<file path="src/rtl/seven_seg_scan_driver_pkg.sv">
// Shared constants for the multiplexed 7-segment driver: segment width,
// blank pattern and the lit-high hex glyph table (bit6=a ... bit0=g).
package seven_seg_scan_driver_pkg;

   localparam int SEG_W = 7;

   localparam logic [SEG_W-1:0] SEG_BLANK = '0;

   // Entry n is the glyph for nibble n; listed F down to 0 so index n lands on entry n.
   localparam logic [15:0][SEG_W-1:0] SEG_TABLE = {
      7'b1000111, 7'b1001111, 7'b0111101, 7'b1001110,
      7'b0011111, 7'b1110111, 7'b1111011, 7'b1111111,
      7'b1110000, 7'b1011111, 7'b1011011, 7'b0110011,
      7'b1111001, 7'b1101101, 7'b0110000, 7'b1111110
   };

endpackage

</file>
<file path="src/rtl/seven_seg_scan_driver_hex_to_seg7.sv">
// Combinational nibble to lit-high segment decoder with a forced-blank input.
module hex_to_seg7
   import seven_seg_scan_driver_pkg::*;
(
   input  logic [3:0]       i_nibble,
   input  logic             i_blank,
   output logic [SEG_W-1:0] o_seg
);

   assign o_seg = i_blank ? SEG_BLANK : SEG_TABLE[i_nibble];

endmodule

</file>
<file path="src/rtl/seven_seg_scan_driver.sv">
// Time-multiplexed N-digit 7-segment scan driver with frame-synchronous
// double-buffered loading, leading-zero suppression and a blank slot per digit.
module seven_seg_scan_driver
   import seven_seg_scan_driver_pkg::*;
#(
   parameter int NUM_DIGITS     = 4,
   parameter int SCAN_DIV       = 50000,
   parameter int SEG_ACTIVE_LOW = 1,
   parameter int DIG_ACTIVE_LOW = 1
) (
   input  logic                    clk,
   input  logic                    reset,
   input  logic                    enable_n,
   input  logic [4*NUM_DIGITS-1:0] value,
   input  logic [NUM_DIGITS-1:0]   dp_in,
   input  logic                    blank_lz,
   input  logic                    load,
   output logic [SEG_W-1:0]        seg,
   output logic                    dp,
   output logic [NUM_DIGITS-1:0]   digit_sel,
   output logic                    frame_tick
);

   localparam int   IDX_W   = (NUM_DIGITS > 1) ? $clog2(NUM_DIGITS) : 1;
   localparam int   PSC_W   = $clog2(SCAN_DIV);
   localparam logic SEG_POL = (SEG_ACTIVE_LOW != 0);
   localparam logic DIG_POL = (DIG_ACTIVE_LOW != 0);

   logic [PSC_W-1:0]        r_psc;
   logic [IDX_W-1:0]        r_idx;
   logic [4*NUM_DIGITS-1:0] r_stage_val, r_shadow_val;
   logic [NUM_DIGITS-1:0]   r_stage_dp, r_shadow_dp;
   logic                    r_stage_lz, r_shadow_lz, r_pending;

   logic [SEG_W-1:0]        r_seg;
   logic                    r_dp;
   logic [NUM_DIGITS-1:0]   r_sel;
   logic                    r_tick;

   logic                    w_psc_last, w_idx_last, w_wrap;
   logic [NUM_DIGITS-1:0]   w_lz_blank;
   logic [3:0]              w_nibble;
   logic                    w_dp_bit, w_digit_blank;
   logic [NUM_DIGITS-1:0]   w_onehot;
   logic [SEG_W-1:0]        w_seg_lit;

   assign w_psc_last = (r_psc == PSC_W'(SCAN_DIV - 1));
   assign w_idx_last = (r_idx == IDX_W'(NUM_DIGITS - 1));
   assign w_wrap     = w_psc_last && w_idx_last;

   always_ff @(posedge clk) begin
      if (reset) begin
         r_psc <= '0;
         r_idx <= '0;
      end else if (enable_n) begin
         r_psc <= '0;
         r_idx <= '0;
      end else if (w_psc_last) begin
         r_psc <= '0;
         r_idx <= w_idx_last ? '0 : r_idx + 1'b1;
      end else begin
         r_psc <= r_psc + 1'b1;
      end
   end

   // With the scan stopped there is no frame to tear, so loads go straight to shadow.
   always_ff @(posedge clk) begin
      if (reset) begin
         r_stage_val  <= '0;
         r_stage_dp   <= '0;
         r_stage_lz   <= 1'b0;
         r_shadow_val <= '0;
         r_shadow_dp  <= '0;
         r_shadow_lz  <= 1'b0;
         r_pending    <= 1'b0;
      end else begin
         if (load) begin
            r_stage_val <= value;
            r_stage_dp  <= dp_in;
            r_stage_lz  <= blank_lz;
         end
         if (enable_n) begin
            r_pending <= 1'b0;
            if (load) begin
               r_shadow_val <= value;
               r_shadow_dp  <= dp_in;
               r_shadow_lz  <= blank_lz;
            end else if (r_pending) begin
               r_shadow_val <= r_stage_val;
               r_shadow_dp  <= r_stage_dp;
               r_shadow_lz  <= r_stage_lz;
            end
         end else begin
            if (w_wrap && r_pending) begin
               r_shadow_val <= r_stage_val;
               r_shadow_dp  <= r_stage_dp;
               r_shadow_lz  <= r_stage_lz;
            end
            if (load) begin
               r_pending <= 1'b1;
            end else if (w_wrap) begin
               r_pending <= 1'b0;
            end
         end
      end
   end

   always_comb begin : lz_mask
      logic v_all_zero;
      w_lz_blank = '0;
      v_all_zero = 1'b1;
      for (int k = NUM_DIGITS - 1; k > 0; k--) begin
         v_all_zero    = v_all_zero && (r_shadow_val[4*k +: 4] == 4'h0);
         w_lz_blank[k] = r_shadow_lz && v_all_zero;
      end
   end

   always_comb begin
      w_nibble      = '0;
      w_dp_bit      = 1'b0;
      w_digit_blank = 1'b0;
      w_onehot      = '0;
      for (int k = 0; k < NUM_DIGITS; k++) begin
         if (r_idx == IDX_W'(k)) begin
            w_nibble      = r_shadow_val[4*k +: 4];
            w_dp_bit      = r_shadow_dp[k];
            w_digit_blank = w_lz_blank[k];
            w_onehot[k]   = 1'b1;
         end
      end
   end

   hex_to_seg7 u_hex_to_seg7 (
      .i_nibble (w_nibble),
      .i_blank  (w_digit_blank),
      .o_seg    (w_seg_lit)
   );

   // Prescaler slot 0 is the anti-ghosting gap between digits.
   always_ff @(posedge clk) begin
      if (reset || enable_n || (r_psc == '0)) begin
         r_seg <= {SEG_W{SEG_POL}};
         r_dp  <= SEG_POL;
         r_sel <= {NUM_DIGITS{DIG_POL}};
      end else begin
         r_seg <= w_seg_lit ^ {SEG_W{SEG_POL}};
         r_dp  <= w_dp_bit ^ SEG_POL;
         r_sel <= w_onehot ^ {NUM_DIGITS{DIG_POL}};
      end
      if (reset || enable_n) begin
         r_tick <= 1'b0;
      end else begin
         r_tick <= w_wrap;
      end
   end

   assign seg        = r_seg;
   assign dp         = r_dp;
   assign digit_sel  = r_sel;
   assign frame_tick = r_tick;

endmodule

</file>
<file path="config.mk">
export PLATFORM = sky130hd
export DESIGN_NAME = seven_seg_scan_driver
export DESIGN_NICKNAME = d
export VERILOG_FILES = /design/src/rtl/seven_seg_scan_driver_pkg.sv /design/src/rtl/seven_seg_scan_driver_hex_to_seg7.sv /design/src/rtl/seven_seg_scan_driver.sv
export SDC_FILE = /design/constraint.sdc
export NUM_CORES = 1
export LEC_CHECK = 0
export CAP_MARGIN = 15
export CELL_PAD_IN_SITES_DETAIL_PLACEMENT = 0
export CELL_PAD_IN_SITES_GLOBAL_PLACEMENT = 1
export CORE_MARGIN = 2
export CORE_UTILIZATION = 39
export DETAILED_ROUTE_END_ITERATION = 7
export HOLD_SLACK_MARGIN = 0.05
export PLACE_DENSITY = 0.88
export SYNTH_ARGS = -nofsm -noshare
export SYNTH_HDL_FRONTEND = slang
export SYNTH_SLANG_ARGS = --single-unit
</file>
<file path="constraint.sdc">
create_clock -name clk -period 2.3 [get_ports clk]
set_input_delay 0.345 -clock clk [delete_from_list [all_inputs] [get_ports clk]]
set_output_delay 0.345 -clock clk [all_outputs]
set_load 0.01 [all_outputs]
</file>
==> results of run 1 <==
==> worst max-delay path, cell delays in order, from the launching register on <==
cell and delay, ps:
dfxtp_1 350, nor4_2 340, nand2_1 140, or4_4 490, or3_4 460, o221a_2 250
==> stage by stage <==
| stage | setup TNS [ps] | hold WS, ps | utilization [%] | worst slack, ps |
|---|---|---|---|---|
| floorplan | 0 | 430 | - | 106 |
| global placement | 0 | 447 | 45.7 | 22.4 |
| detailed placement | -75.6 | 459 | 45.7 | -12.5 |
| CTS | 0 | 473 | 48.3 | 35.6 |
| global route | 0 | 493 | 48.6 | 4.85 |
| finish | 0 | 473 | 48.6 | 159 |
==> layout make-up <==
cell class | count | area, um2
Tap cell | 108 | 135
Clock inverter | 5 | 56.3
Clock buffer | 10 | 128
Inverter | 10 | 37.5
Sequential cell | 74 | 1480
Multi-Input combinational cell | 292 | 1890
Timing Repair Buffer | 56 | 513
Fill cell | 815 | 4480
==> final timing paths <==
kind         startpoint          endpoint  slack, ps  cells after the start
max           r_psc[11]  r_shadow_val[10]        160                      5
min            r_psc[0]          r_psc[0]        470                      1
min reg2reg    r_psc[0]          r_psc[0]        470                      1
max reg2reg   r_psc[11]  r_shadow_val[10]        160                      5
==> sequential cells by signal (all words and copies together) (netlist names), 2 cells and up <==
| register | flops |
|---|---|
| r_psc | 16 |
| r_shadow_val | 16 |
| r_stage_val | 16 |
| seg | 7 |
| digit_sel | 4 |
| r_shadow_dp | 4 |
| r_stage_dp | 4 |
| r_idx | 2 |
==> power groups by stage <==
| stage | combinational, mW | sequential (mW) | clock [mW] |
|---|---|---|---|
| finish | 0.294 | 1.38 | 0.972 |
| detailed placement | 0.291 | 1.41 | 0 |
| global route | 0.327 | 1.39 | 1.06 |
| floorplan | 0.197 | 1.40 | 0 |
| CTS | 0.293 | 1.38 | 0.995 |
| global placement | 0.283 | 1.41 | 0 |
==> cells in the final DEF (no fill, tap or decap), drive strengths merged, types with 6 or more instances in the layout <==
cell type      Yosys  final
o221a             21     21
nand3             10     10
inv               10     10
dfxtp             74     74
nand2             33     33
nor4               6      6
mux2i             23     23
nor2              87     87
clkbuf            18     10
ha                12     12
nor3              24     24
xor2               7      7
buf                7     19
clkdlybuf4s50      0     37
xnor2              7      7
o21ai              8      8
a21oi              7      7
==> what timing repair did <==
item | CTS | global route
gates cloned | 2 | 1
endpoints found under the setup margin | 22 | 24
pin swaps | 2 | 3
setup buffers | 1 | 0
gates resized for setup | 5 | 8
==> metal layers <==
layer / up-vias / GRT usage [%]
met1: 1339 / 22.5
met3: 7 / 2.91
met2: 56 / 25.6
met5: - / 0
li1: 1485 / -
met4: 0 / 5.69
==> cells by family (layout without fill, tap and decap cells) <==
kind of cell             count (synthesis)  in the layout  share of synthesized area (%)
flip-flops                              74             74                           42.2
XOR/XNOR                                14             14                           3.50
multiplexers                            25             25                           7.20
AO/OA/AOI/OAI                           50             50                           12.2
adder cells (fa/ha/maj)                 12             12                           4.28
AND/OR/NAND/NOR                        188            191                           24.7
buffers and inverters                   35             81                           5.88
==> run summary, run 1 <==
Leak Pwr = 1.66 nW
WL met2 = 3460 um
uppermost layer routed = met4
Mean Syn Cell Area = 8.81 um2
dpl cells = 536
max-cap violation count = 0
combinational share of power = 11.1%
largest net degree at the start of global routing = 44
wire per inst = 13.8 um
Worst-path clk slew = 80 ps
Final nets = 480
Net Sw Frac = 24.9%
crit path max fanout = 5
clock network fraction of design power = 36.7%
detailed-routed wire length on met3 = 292 um
initial antenna violation count = 0
Cells after Synth = 398
die width = 98.8 um
TritonCTS clock tree = done
Power per Cell Area = 625 mW/mm2
Synth area leaders = dfxtp_1, nor2_1, o221a_2
Initial Utilization = 40.2%
buffers added on ports = 37
max_slew headroom = 68.0%
clk root buf = clkbuf_8
Ant. Diodes = 0
first-pass GRT wire length = 13100 um
total track usage = 16.3%
I/O pin count = 38
placer congestion estimate = 0.802
Initial DRC Count = 88
CTS H-tree lvls = 3
nature of the critical path startpoint = flop
outcome = finished, final reports clean
Synth top area share = 42.2%
Synth Cell Area = 0.00351 mm2
Post-Route M1 WL = 3840 um
Die Y = 98.8 um
Num CTS Buffers = 9
RSZ-0062 raised after global routing = false
via count = 2887
Clock Sinks = 74
clk buf depth = 2
fin area = 0.00424 mm2
clk_lat worst skew = 350 ps
drt pass-1 iters = 4
Worst setup EP type = flop
Post-synth ARST share = 0%
Seq pwr share = 52.2%
drt total wl = 7680 um
CP arrival = 2370 ps
sequential share of the synthesized area = 42.2%
Final Hold Viols = 0
final setup vio count = 0
vias in the first global route = 2714
Final Max Slew Viols = 0
Hold Path Class = reg2reg
Post-synth top flop = dfxtp_1
hold_buf cts = 0
fmax = 0.467 GHz
Internal Power = 1.99 mW
top cells by count, synth = nor2_1, dfxtp_1, nand2_1
most frequent cell after synthesis = nor2_1
Vias/cell = 5.20
Worst-Margin Slew = 480 ps
total gr overflow = 0
DRC Markers = 0
EDFF count, synth = 0
Worst VDD drop = 0.000387 V
critical path type = reg2reg
sw power = 660 uW
number of synthesized register bits = 74
syn_nets = 435
share of cells above drive strength 1 = 16.6%
post-synth top area cell = dfxtp_1
Row Count = 34
Die ar. = 0.00977 mm2
Tot Pwr = 2.65 mW
number of distinct library cells after synthesis = 48
fin crit period = 2140 ps
Yosys warning count = 0
post-DP HPWL = 5220 um
final antenna-violating net count = 0
Non-Filler Instances = 555
WP data required = 2530 ps
final cycle utilization of the critical path = 93.1%
Layout area overhead = 20.9%
worst clock skew = 9.46 ps
core area = 0.00872 mm2
DP Area = 0.00399 mm2
Power figures use the tool's default switching activity.
==> run 2: changes to the inputs <==
ABC_CLOCK_PERIOD_IN_PS = 2300   (was default)
CORE_ASPECT_RATIO = 0.9   (was default)
==> run summary, run 2 (same netlist as run 1, synthesis figures left out) <==
Hold Path Class = reg2reg
final cycle utilization of the critical path = 94.4%
Setup crit start = r_psc[0]
CP cell instances = ha_1 -> nand3_1 -> buf_4 -> or4_2 -> or3_1 -> a21oi_1
Die ar. = 0.00977 mm2
Final Max Slew Viols = 0
share of cells above drive strength 1 = 17.4%
critical path type = reg2reg
detailed-routed wire length on met3 = 351 um
initial antenna violation count = 0
drt total wl = 7740 um
Non-Filler Instances = 567
biggest regs = r_psc x16, r_shadow_val x16, r_stage_val x16
Final Hold Viols = 0
Row Count = 32
CTS H-tree lvls = 3
wire per inst = 13.6 um
largest net degree at the start of global routing = 44
DRC Markers = 0
most common cell after layout, fill and taps aside = nor2_1
setup ws final = 128 ps
clk buf depth = 2
hold path start = r_psc[0]
hold_buf cts = 0
Worst VDD drop = 0.000365 V
CP peak stage delay = 700 ps
nature of the critical path startpoint = flop
final setup vio count = 0
Power per Cell Area = 695 mW/mm2
Reg area = 0.00148 mm2
Worst-path clk slew = 70 ps
Post-Route M1 WL = 3900 um
fmax = 0.460 GHz
Initial DRC Count = 169
fin crit period = 2170 ps
clk root buf = clkbuf_8
max-cap violation count = 0
worst clock skew = 11.1 ps
WP data required = 2570 ps
RSZ-0062 raised after global routing = false
I/O pin count = 38
buffers added on ports = 37
WL met2 = 3350 um
TritonCTS clock tree = done
CP arrival = 2440 ps
via count = 2864
post-DP HPWL = 5300 um
worst reg2reg path depth = 6
placer congestion estimate = 0.827
first-pass GRT wire length = 13300 um
Worst-Margin Slew = 626 ps
commonest cells after routing, fill and taps aside = nor2_1, dfxtp_1, clkdlybuf4s50_1
Leak Pwr = 1.71 nW
total track usage = 16.8%
DP Worst Slack = 7.37 ps
drt pass-1 iters = 4
Layout area overhead = 24.1%
Initial Utilization = 40.6%
WHS Endpoint = r_psc[0]
core area = 0.00865 mm2
Num CTS Buffers = 9
Worst setup EP type = flop
Ant. Diodes = 0
hold path cells = 1
final antenna-violating net count = 0
total gr overflow = 0
final setup TNS = 0 ps
clk_lat worst skew = 350 ps
outcome = finished, final reports clean
Multi-input gate area = 0.00190 mm2
Core Util, Final = 50.3%
register-to-register setup slack = 130 ps
Final nets = 480
Clock Sinks = 74
Critical R2R Capture = r_idx[0]
crit path max-delay cell type = or4_2
r2r startpoint = r_psc[0]
dpl cells = 548
vias in the first global route = 2814
Vias/cell = 5.05
Die Y = 94.0 um
die width = 104 um
max_slew headroom = 58.0%
filler instances = 840
uppermost layer routed = met4
crit path max fanout = 6
run 2: cell count changes in the layout (fill, tap and decap cells not counted), sizes merged:
| cell | before | now |
|---|---|---|
| bufinv | 1 | 4 |
| clkinv | 3 | 0 |
| inv | 10 | 11 |
run 2: worst max-delay path by stage:
stage,to,slack [ps],cells past startpoint
after detailed placement,r_shadow_val[14],7,5
after global placement,r_shadow_val[4],60,5
after floorplan,seg[3],110,11
after global routing,r_idx[0],0.4,6
after CTS,seg[2],10,10
final,r_idx[0],130,6
run 2: worst max-delay path, delay by kind of cell (launching register included):
| kind | cells | cell delay, ps |
|---|---|---|
| buffers and inverters | 1 | 170 |
| AOI/OAI and AO/OA | 1 | 160 |
| adders and majority gates | 1 | 220 |
| and+or+nand+nor | 3 | 1170 |
| DFF | 1 | 380 |
run 2: final cells by class:
cell class                      instances  share of cell area, %
Sequential cell                        74                   34.1
Inverter                               10                  0.862
Tap cell                              119                   3.42
Clock buffer                           10                   3.16
Multi-Input combinational cell        292                   43.6
Clock inverter                          6                   3.13
Timing Repair Buffer                   56                   11.8
run 2: timing repair:
action                     in CTS  in global routing
gates cloned                    2                  1
pin swaps                       1                  4
setup buffers                   0                  0
setup endpoints to repair      19                 27
gates resized for setup         4                 12
run 2: metal layers:
| layer | vias up | global-route usage [%] |
|---|---|---|
| met5 | - | 0 |
| met4 | 0 | 6.19 |
| met3 | 18 | 4.23 |
| met2 | 77 | 26.6 |
| met1 | 1276 | 22.2 |
| li1 | 1493 | - |
run 2: power breakdown:
group          internal (mW)  switching [mW]
combinational          0.157           0.138
clock                  0.863           0.483
sequential              1.34          0.0457
total                   2.36           0.666
run 2: per-stage QoR:
stage                     power [mW]  hold WS [ps]  area [um2]
final                           3.03           489        4350
after global routing            3.16           512        4350
after detailed placement        1.71           473        4010
after global placement          1.70           443        4010
after floorplan                 1.60           430        3510
after CTS                       3.06           491        4310
==> run 3: changes to the inputs <==
ABC_CLOCK_PERIOD_IN_PS = 2400   (was 2300)
CORE_UTILIZATION = 43   (was 39)
PLACE_DENSITY = 0.92   (was 0.88)
clock period = 2.4 ns   (was 2.3 ns; I/O delays follow)
==> run summary, run 3 (same netlist as run 1, synthesis figures left out) <==
Final Max Slew Viols = 0
Worst VDD drop = 0.000365 V
fin crit period = 2340 ps
biggest regs = r_psc x16, r_shadow_val x16, r_stage_val x16
outcome = finished, final reports clean
DP Area = 0.00394 mm2
via count = 2815
Non-Filler Instances = 539
post-DP HPWL = 5060 um
final antenna-violating net count = 0
placer congestion estimate = 0.831
Power per Cell Area = 614 mW/mm2
max_slew headroom = 66.3%
drt total wl = 7290 um
fmax = 0.428 GHz
Row Count = 31
buffers added on ports = 37
Leak Pwr = 1.64 nW
Ant. Diodes = 0
Worst-path clk slew = 80 ps
worst clock skew = 10.6 ps
CTS H-tree lvls = 3
core area = 0.00799 mm2
Post-CTS Setup Inserts = 0
largest net degree at the start of global routing = 44
total track usage = 17.4%
setup ws final = 63.0 ps
Die Y = 89.7 um
Initial Utilization = 43.9%
Initial DRC Count = 111
final cycle utilization of the critical path = 97.4%
final setup vio count = 0
Vias/cell = 5.22
first-pass GRT wire length = 12400 um
TritonCTS clock tree = done
Core Util, Final = 52.1%
clk root buf = clkbuf_8
initial antenna violation count = 0
commonest cells after routing, fill and taps aside = nor2_1, dfxtp_1, clkdlybuf4s50_1
die width = 99.2 um
Hold Path Class = reg2reg
WP data required = 2640 ps
critical path type = reg2reg
clk_lat worst skew = 350 ps
share of cells above drive strength 1 = 14.3%
DRC Markers = 0
Worst-Margin Slew = 504 ps
most common cell after layout, fill and taps aside = nor2_1
dpl cells = 523
nature of the critical path startpoint = flop
fin area = 0.00416 mm2
wire per inst = 13.5 um
crit path max fanout = 21
Final Hold Viols = 0
vias in the first global route = 2637
CP arrival = 2570 ps
DP Worst Slack = 61.9 ps
I/O pin count = 38
Worst setup EP type = flop
Die ar. = 0.00890 mm2
Num CTS Buffers = 9
drt pass-1 iters = 4
clk buf depth = 2
Clock Sinks = 74
total gr overflow = 0
Layout area overhead = 18.5%
max-cap violation count = 0
Final nets = 472
run 3: cell count changes in the layout (fill, tap and decap cells not counted), moves of 2 or more:
cell | before | now
a311o_1 | 2 | 0
a311o_2 | 0 | 2
buf_4 | 19 | 14
bufinv_16 | 4 | 1
clkinv_2 | 0 | 3
dfxtp_1 | 72 | 74
dfxtp_2 | 2 | 0
ha_1 | 7 | 10
ha_2 | 5 | 2
or3_4 | 4 | 1
run 3: path summary, 6_finish.rpt:
kind | endpoint | from | slack [ps] | depth (start not counted)
max | r_shadow_val[2] | r_psc[11] | 60 | 5
min | r_psc[0] | r_psc[0] | 470 | 1
max reg2reg | r_shadow_val[2] | r_psc[11] | 60 | 5
min reg2reg | r_psc[0] | r_psc[0] | 470 | 1
run 3: repair_timing:
item | CTS | global route
resized for setup | 0 | 7
setup endpoints to repair | 0 | 32
hold buffers | 0 | 0
run 3: power by group:
part / switching, mW / total (mW) / internal, mW
registers: 0.0413 / 1.32 / 1.28
clock network: 0.447 / 0.952 / 0.505
logic: 0.129 / 0.277 / 0.148
total: 0.617 / 2.55 / 1.94
run 3: layout make-up:
type | count | area [um2]
well taps | 99 | 124
repair buffers | 51 | 475
fillers | 724 | 3830
flip-flops and latches | 74 | 1480
clock inverters | 5 | 53.8
multi-input cells | 289 | 1850
clock buffers | 11 | 141
inverters | 10 | 37.5
run 3: critical path: stages (launching register included):
cell and delay [ps]:
dfxtp_1 360, nor4_4 320, nand2_1 140, or4_1 590, or3_4 520, o221a_2 290
run 3: metal layers:
layer / vias to the layer above / global-route usage [%] / routed length [um]
met5: - / 0 / 0
met4: 0 / 4.11 / 20
met3: 2 / 5.11 / 296
met2: 52 / 29.1 / 3300
met1: 1290 / 22.3 / 3680
li1: 1471 / - / -
run 3: through the flow:
step                total power, mW  TNS [ps]  hold slack, ps
global route                   2.69     -94.8             499
CTS                            2.58         0             475
finish                         2.55         0             472
detailed placement             1.63         0             457
floorplan                      1.53         0             430
global placement               1.62         0             446
